--- src/rtl/pc_branch_seq.sv ---
// Program-counter sequencer and branch resolver for the 16-bit single-cycle core.
// Drives both next-PC candidates and the branch-select line, and owns the PC, flush and halt state.
module pc_branch_seq #(
  parameter int unsigned PC_W         = 6,
  parameter int unsigned RESET_PC     = 0,
  parameter int unsigned FLUSH_CYCLES = 1
) (
  input  logic            clk,
  input  logic            rst,
  input  logic            stall,
  input  logic            halt_req,
  input  logic            br_valid,
  input  logic [2:0]      br_cond,
  input  logic [PC_W-1:0] br_offset,
  input  logic            flag_z,
  input  logic            flag_n,
  input  logic            flag_c,
  output logic [PC_W-1:0] pc,
  output logic [PC_W-1:0] pc_next_seq,
  output logic [PC_W-1:0] pc_br_target,
  output logic            br_sel,
  output logic            flush,
  output logic            halted
);

  typedef enum logic [1:0] {
    S_RUN   = 2'd0,
    S_FLUSH = 2'd1,
    S_HALT  = 2'd2
  } state_e;

  localparam logic [PC_W-1:0] PC_INIT  = PC_W'(RESET_PC);
  localparam logic [1:0]      CNT_LOAD = 2'(FLUSH_CYCLES - 1);

  state_e          state_q, state_d;
  logic [PC_W-1:0] pc_q, pc_d;
  logic [1:0]      cnt_q, cnt_d;
  logic            flush_q, flush_d;
  logic            halted_q, halted_d;
  logic            cond_true;
  logic            taken;

  always_comb begin
    cond_true = 1'b0;
    case (br_cond)
      3'b000:  cond_true = 1'b1;
      3'b001:  cond_true = flag_z;
      3'b010:  cond_true = ~flag_z;
      3'b011:  cond_true = flag_n;
      3'b100:  cond_true = ~flag_n;
      3'b101:  cond_true = flag_c;
      3'b110:  cond_true = ~flag_c;
      default: cond_true = 1'b0;
    endcase
  end

  // Same-width add is equivalent to adding the sign-extended offset modulo 2**PC_W.
  assign pc_next_seq  = pc_q + PC_W'(1);
  assign pc_br_target = pc_q + br_offset;
  assign taken        = br_valid & cond_true;
  assign br_sel       = taken & (state_q == S_RUN) & ~stall & ~halt_req;

  always_comb begin
    state_d  = state_q;
    pc_d     = pc_q;
    cnt_d    = cnt_q;
    flush_d  = flush_q;
    halted_d = halted_q;
    case (state_q)
      S_RUN: begin
        if (halt_req) begin
          state_d  = S_HALT;
          halted_d = 1'b1;
        end else if (stall) begin
          pc_d = pc_q;
        end else if (br_sel) begin
          pc_d    = pc_br_target;
          state_d = S_FLUSH;
          flush_d = 1'b1;
          cnt_d   = CNT_LOAD;
        end else begin
          pc_d = pc_next_seq;
        end
      end
      S_FLUSH: begin
        if (cnt_q == 2'd0) begin
          state_d = S_RUN;
          flush_d = 1'b0;
        end else begin
          cnt_d = cnt_q - 2'd1;
        end
      end
      S_HALT: begin
        halted_d = 1'b1;
      end
      default: begin
        state_d = S_RUN;
      end
    endcase
  end

  always_ff @(posedge clk) begin
    if (rst) begin
      state_q  <= S_RUN;
      pc_q     <= PC_INIT;
      cnt_q    <= '0;
      flush_q  <= 1'b0;
      halted_q <= 1'b0;
    end else begin
      state_q  <= state_d;
      pc_q     <= pc_d;
      cnt_q    <= cnt_d;
      flush_q  <= flush_d;
      halted_q <= halted_d;
    end
  end

  assign pc     = pc_q;
  assign flush  = flush_q;
  assign halted = halted_q;

endmodule
--- config.mk ---
export PLATFORM = sky130hd
export DESIGN_NAME = pc_branch_seq
export DESIGN_NICKNAME = d
export VERILOG_FILES = /design/src/rtl/pc_branch_seq.sv
export SDC_FILE = /design/constraint.sdc
export NUM_CORES = 1
export LEC_CHECK = 0
export BUFFER_PORTS_ARGS = -buffer_cell sky130_fd_sc_hd__buf_2
export CAP_MARGIN = 30
export CORE_ASPECT_RATIO = 0.75
export CORE_MARGIN = 5
export CORE_UTILIZATION = 25
export DETAILED_ROUTE_END_ITERATION = 10
export PLACE_DENSITY_LB_ADDON = 0.25
export SYNTH_ARGS = -nofsm -noshare
export SYNTH_HDL_FRONTEND = slang
export SYNTH_SLANG_ARGS = --single-unit
--- constraint.sdc ---
create_clock -name clk -period 2.5 [get_ports clk]
set_input_delay 0.25 -clock clk [delete_from_list [all_inputs] [get_ports clk]]
set_output_delay 0.25 -clock clk [all_outputs]
set_load 0.02 [all_outputs]
==> results.md, run 1 <==
- The cell area after layout is 1240 µm².
- The most used flip-flop cell after synthesis is dfxtp_1.
- The number of nets in the synthesized netlist is 141.
- The number of failing hold endpoints at the final stage is 0.
- The total of buffers placed on input and output ports is 37.
- Setup violations remaining at the end of the flow were counted as 0.
- In the final layout, the share of cells above drive strength 1 is 0.308.
- The share of flip-flops with an asynchronous set or reset after synthesis is 0.
- Hold repair after CTS inserted 0 buffers.
- Timing would allow up to 0.430 GHz.
- Setup repair after global routing left no endpoint under its margin.
- The number of cells on the worst reg-to-reg path is 8.
- The worst setup path startpoint is pc[0]$_SDFFE_PP0P_.
- In the global route stage, overall resource usage came out at 0.108.
- The cell with the most instances after synthesis is nor2_1.
- The CTS tree is yes.
- Summed over all layers, the global routing overflow is 0.
- The floorplan has 19 rows.
- The slew at the pin with the worst max-slew slack is 0.500 ns.
- The post-layout net count is 183.
- Summing all multi-input logic gate instances after layout gives 649 µm².
- The clock insertion delay at the later pin of the skew report is 0.24 ns.
- The average vias per placed instance is 4.62.
- After synthesis, the netlist uses 41 different library cells.
- STA puts the critical path data arrival time at 2.07 ns.
- The power per cell area is 418 nW/µm².
- The reg-to-reg critical path startpoint is pc[0]$_SDFFE_PP0P_.
- The number of top-level pins is 38.
- The max-slew violation count is 0.
- In the final timing run, aggregate negative setup slack is 0 ns.
- In the post-synthesis netlist, the biggest area contributors are dfxtp_1, ha_1, nor2_1.
- The initial antenna violation count is 0.
- The maximum number of pins on one net before global-route repair is 10.
- The minimum period implied by the final worst setup slack is 2.32 ns.
- Once placement finished, the instance area stood at 1200 µm².
- Yosys printed 0 warnings.
- The part of the Yosys area used for sequential elements is 0.255.
- No sink is reached through more buffers than the 2 on the longest clock path.
- The worst clock skew is 0.000513 ns.
- In this run the static leakage power is 0.575 nW.
- The first-pass GRT wire length is 4440 µm.
- For flop-to-flop paths, the worst setup slack is 0.41 ns.
- The area of the die is 5110 µm².
- The number of antenna diodes in the final layout is 0.
- Of all nets on the critical path, the largest fanout is 6.
- Dividing the final minimum period by the clock period gives 0.930.
- The required time at the worst-slack endpoint is 2.25 ns.
- The run finished with clean final reports.
- The max-capacitance violation count is 0.
- The type of the worst setup path is register to output pin.
- The number of optimization iterations in the first detailed-route pass is 6.
- The total wirelength of the detailed-routed design is 2630 µm.
- In the synthesized netlist, the cells that appear most often are nor2_1, dfxtp_1, inv_1, ha_1, nand2_1.
- The number of synthesized flops with an enable pin is 0.
- The routed layout has 960 vias.
- The class of the worst hold path is input port to register.
- The mean instance size in the synthesized netlist is 8.12 µm².
- In the routed design, unresolved DRC markers number 0.
- In this run the remaining antenna-violating nets after routing total 0.
- The starting utilization of the core area is 0.259.
- The global placer's final weighted congestion is 0.840.
- The worst setup path is captured at an output pin.
- Following the worst setup path forward leads to its endpoint at pc_br_target[4].
- The worst max-slew margin expressed relative to the limit is 0.667.
- CTS built an H-tree with a depth of 1.
- The library cell with the largest summed area after synthesis is dfxtp_1.
- In this run the critical register-to-register path is captured at pc[4]$_SDFFE_PP0P_.
- The top cell type's share of synthesized area is 0.255.
- The worst-case IR drop observed on VDD is 0.000227 V.
- The wire length per cell is 12.7 µm.
- Measured along the x axis, the die boundary spans 80.9 µm.
- The clock buffer count from CTS is 3.
- The number of global-route vias before repair is 1002.
- Summing all flip-flop and latch instances after layout gives 240 µm².
- The TritonCTS sink count is 12.
- The cell area that synthesis handed to floorplanning was 942 µm².
- The growth of design area from synthesis to finish is 31.9%.
- The core region is 3640 µm².
- The worst setup path is launched from a register.
- Fill cells in the final layout number 386.
- The die span in y is 63.2 µm.
- The number of cells produced by synthesis is 116.
- In this run, synthesis produced a sequential element count of 12.
- After clock tree synthesis, the clock-pin slew on the worst setup and hold paths is 0.05 ns.
- After the first detailed-routing iteration, the DRC count stood at 32.
- CTS placed an instance of clkbuf_8 at the clock tree root.
- The half-perimeter wire length after placement is 2210 µm.
==> stage by stage <==
| step | worst slack, ns | util | hold WS, ns | power [mW] | std cells |
|---|---|---|---|---|---|
| after floorplan | 0.465 | - | 0.408 | 0.298 | 116 |
| after global placement | 0.415 | 0.329 | 0.431 | 0.348 | 205 |
| after detailed placement | 0.353 | 0.329 | 0.439 | 0.350 | 205 |
| after CTS | 0.0860 | 0.340 | 0.292 | 0.528 | 208 |
| after global routing | 0.00487 | 0.342 | 0.316 | 0.550 | 208 |
| final | 0.176 | 0.342 | 0.298 | 0.520 | 208 |
==> worst max-delay path, stage by stage, from the launching register on <==
cell and delay (ns):
dfxtp_1 0.41, ha_1 0.23, inv_1 0.06, fa_1 0.40
nor2b_1 0.12, o21ai_0 0.10, a21boi_0 0.27, nor2_1 0.07
buf_2 0.16
==> report_power, final <==
part	internal, mW	total, mW	switching (mW)
Sequential	0.199	0.208	0.00942
Clock	0.106	0.174	0.0679
Combinational	0.0535	0.138	0.0842
==> final cells by class <==
class / count / area share
Multi-Input combinational cell: 90 / 0.523
Sequential cell: 12 / 0.193
Timing Repair Buffer: 38 / 0.155
Tap cell: 52 / 0.0524
Inverter: 13 / 0.0433
Clock buffer: 3 / 0.0332
==> per-layer routing <==
metal  up-vias  track usage  part of all wire
met1       432        0.145              0.47
li1        494            -                 -
met4         0       0.0253            0.0084
met5         -            0                 0
met3         4       0.0356             0.079
met2        30        0.165              0.44
==> placed cells by master (no fill, tap or decap), drive strengths merged, types with 2 or more instances in the layout <==
cell type / instances
o21ai: 5
nor3: 2
nand3: 5
clkbuf: 3
ha: 7
xor2: 4
nor2b: 4
inv: 12
xnor2: 3
a221oi: 2
nor2: 16
dfxtp: 12
a21oi: 3
nand2: 7
nand2b: 2
a31oi: 3
buf: 38
mux2i: 2
a211oi: 2
and2: 4
==> timing repair <==
action / in CTS / in global routing
resized for setup: 0 / 1
setup endpoints to repair: 0 / 1
buffers inserted: 0 / 0
==> worst min-delay path by stage <==
stage	startpoint	end	slack, ns	cells after the start
floorplan	stall	pc[1]$_SDFFE_PP0P_	0.41	2
global placement	halted$_SDFFE_PP0P_	halted$_SDFFE_PP0P_	0.43	1
finish	rst	cnt_q[0]$_SDFFE_PP0P_	0.30	2
detailed placement	halted$_SDFFE_PP0P_	halted$_SDFFE_PP0P_	0.44	1
CTS	rst	cnt_q[0]$_SDFFE_PP0P_	0.29	2
global route	rst	state_q[0]$_SDFFE_PP0P_	0.32	2
==> sequential cells by signal (all words and copies together) (netlist names) <==
register,count
flush,1
cnt_q,2
halted,1
state_q,2
pc,6
==> cell families (layout without fill, tap and decap cells) <==
family / count (synthesis) / count (layout) / synth area share
AND/OR/NAND/NOR: 45 / 45 / 0.248
XOR/XNOR: 7 / 7 / 0.0651
adder cells (fa/ha/maj): 8 / 8 / 0.114
AO/OA/AOI/OAI: 27 / 27 / 0.223
buffers and inverters: 14 / 54 / 0.0611
multiplexers: 3 / 3 / 0.0332
flip-flops: 12 / 12 / 0.255
Power figures use the tool's default switching activity.
==> run 2: changes to the inputs <==
--- a/config.mk
+++ b/config.mk
@@ -12,6 +12,8 @@
 export CORE_UTILIZATION = 25
 export DETAILED_ROUTE_END_ITERATION = 10
 export PLACE_DENSITY_LB_ADDON = 0.25
+export SKIP_CTS_REPAIR_TIMING = 1
 export SYNTH_ARGS = -nofsm -noshare
 export SYNTH_HDL_FRONTEND = slang
 export SYNTH_SLANG_ARGS = --single-unit
+export TNS_END_PERCENT = 10
==> constraint.sdc (replaced) <==
create_clock -name clk -period 2.36 [get_ports clk]
set_input_delay 0.236 -clock clk [delete_from_list [all_inputs] [get_ports clk]]
set_output_delay 0.236 -clock clk [all_outputs]
set_load 0.02 [all_outputs]
==> run 2 against run 1 <==
Net effect:
- register-to-register slack barely moved
- worst setup slack lost 0.0075 ns
- clock-buffer cell count is 1 higher
- cell area grew 3.0%
- sequential share of layout area decreased by 0.47 points
- clock power up 33%
- critical path type unchanged
==> results.md, run 2 (synthesis results as in run 1) <==
- The share of total power dissipated in combinational logic is 0.252.
- Measured against its own limit, the worst slew margin works out to 0.638.
- The number of optimization iterations in the first detailed-route pass is 4.
- The remaining number of nets flagged by the antenna check after routing is 0.
- The launching element type of the critical path is a register.
- At the pin with the least slew margin, the transition time is 0.544 ns.
- The post-route total power is 602 µW.
- Once placement finished, the instance area stood at 1220 µm².
- The max-slew violation count came to 0.
- Summed over all cells, the static leakage comes to 0.600 nW.
- The largest fanout on the critical path is 2.
- Buffers inserted during clock tree synthesis total 3.
- TritonCTS built the clock tree.
- Clock latency on the worst-skew pair, taken at its later pin, is 0.25 ns.
- The final cell utilization of the core is 0.352.
- The critical path capture point type is an output pin.
- The worst hold path begins at rst.
- Across the VDD grid, the largest voltage drop is 0.000352 V.
- The die covers 5110 µm².
- The die span in y is 63.2 µm.
- The cell area after layout is 1280 µm².
- Tracing the worst setup path back leads to its startpoint at pc[0]$_SDFFE_PP0P_.
- Once detailed placement completed, the half-perimeter wirelength came to 2310 µm.
- The clock transition time at the flip-flop clock pins of the worst setup and hold paths is 0.06 ns.
- Summed over all layers, the routed wires come to 2790 µm.
- The sequential share of power is 0.363.
- The type of the worst setup path is register to output pin.
- The number of global-route vias before repair is 1056.
- The share of total power dissipated in the clock network is 0.385.
- In the layout the commonest cells are buf_2, nor2_1, inv_1.
- In the global route stage, overall resource usage came out at 0.118.
- The non-filler instance count after layout is 212.
- The global placer's final weighted congestion is 0.799.
- The number of fill cells in the layout is 381.
- The initial antenna violation count is 0.
- The placed instance count is 208.
- The cell at the root of the clock tree is clkbuf_8.
- The first global-routing pass estimated 4760 µm of wire.
- The repair_antennas step left the layout with diodes totalling 0.
- The routed layout has 979 vias.
- The tree built by TritonCTS fans out to 12 sinks.
- After layout, the minimum clock period comes to 2.19 ns.
- In this run the core area contains 19 standard-cell rows.
- The class of the worst hold path is input port to register.
- The starting utilization of the core area is 0.259.
- Cell internal power was estimated by the tool at 418 µW.
- The final worst-path cycle share is 0.929.
- The post-layout net count is 186.
- Leaving out fill and tap cells, the most frequent cell in the layout is buf_2.
- In the final layout, the share of cells above drive strength 1 is 0.331.
- After routing, the total negative slack on setup checks comes to 0 ns.
- The total of buffers placed on input and output ports is 37.
- Dividing total power by cell area gives a power density of 471 nW/µm².
- In the routed layout, each cell is associated on average with a via count of 4.62.
- In this run the count of I/O pins placed on the die edge is 38.
- The number of failing hold endpoints at the final stage is 0.
- The startpoint identified for the worst register-to-register timing path is pc[0]$_SDFFE_PP0P_.
- The area growth from synthesis to layout is 35.9%.
- The wire length per cell is 13.2 µm.
- The number of flip-flops in the largest register is 6.
- The upper clock frequency limit is 0.456 GHz.
- The first routing iteration left 31 violations.
- For this design the total switching power over the nets is 185 µW.
- CTS built an H-tree with a depth of 1.
- Entering global routing, the biggest net connects 10 pins.
- The total DRC errors in the routed layout is 0.
- The data arrival at the endpoint of the critical path is 1.96 ns.
- The maximum number of buffers from clock root to sink is 2.
- The total area inside the core boundary comes to 3640 µm².
- The total of endpoints with negative setup slack in the final report is 0.
- Setup repair after global routing left no endpoint under its margin.
- The aggregate global routing overflow is 0.
- The proportion of total power due to net switching is 0.307.
- The required time at the worst-slack endpoint is 2.12 ns.
- The die span in x is 80.9 µm.
- The flow ran to the end, and the final reports show no timing, DRC or antenna violations.
- For the final database, setup skew stands at 0.00764 ns.
- The max-capacitance violation count is 0.
==> run 2: cell count changes in the layout (fill, tap and decap cells not counted), sizes merged <==
cell / change
buf: +3
clkbuf: +1
==> run 2: final cells by class <==
type                            count  area (µm²)  share of cell area
Timing Repair Buffer               41         215               0.168
Sequential cell                    12         241               0.189
Clock buffer                        4        55.1              0.0430
Tap cell                           52        65.1              0.0508
Multi-Input combinational cell     90         649               0.507
Inverter                           13        53.8              0.0420
==> run 2: worst paths after layout <==
kind                    endpoint  slack (ns)  cells past startpoint
max reg2reg   pc[4]$_SDFFE_PP0P_        0.40                      8
min           pc[0]$_SDFFE_PP0P_        0.29                      2
min reg2reg  halted$_SDFFE_PP0P_        0.46                      1
max              pc_br_target[4]        0.17                      8
==> run 2: power groups by stage <==
stage	logic, mW	registers [mW]	clock network [mW]
floorplan	0.0856	0.230	0
global placement	0.149	0.223	0
detailed placement	0.151	0.223	0
CTS	0.152	0.219	0.237
global route	0.168	0.220	0.255
finish	0.152	0.219	0.232
==> run 2: per-stage QoR <==
| stage | setup WS [ns] | hold slack (ns) |
|---|---|---|
| 6_report | 0.169 | 0.286 |
| 5_1_grt | 0.00224 | 0.287 |
| 4_1_cts | 0.0267 | 0.280 |
| 3_5_place_dp | 0.305 | 0.443 |
| 3_3_place_gp | 0.362 | 0.429 |
| 2_1_floorplan | 0.325 | 0.394 |
==> run 2: metal layers <==
layer  wire length (µm)  global-route usage  share of wire  vias up
met4                  9              0.0274         0.0032        0
met2               1260               0.192           0.45       27
met5                  0                   0              0        -
met1               1340               0.148           0.48      452
li1                   -                   -              -      498
met3                183              0.0427          0.066        2
==> run 2: worst max-delay path: stages, from the launching register on <==
cell and delay (ns):
dfxtp_1 0.33, ha_1 0.22, inv_1 0.07, fa_1 0.40, nor2b_1 0.11, o21ai_0 0.13, a21boi_1 0.21, nor2_1 0.07
buf_2 0.16
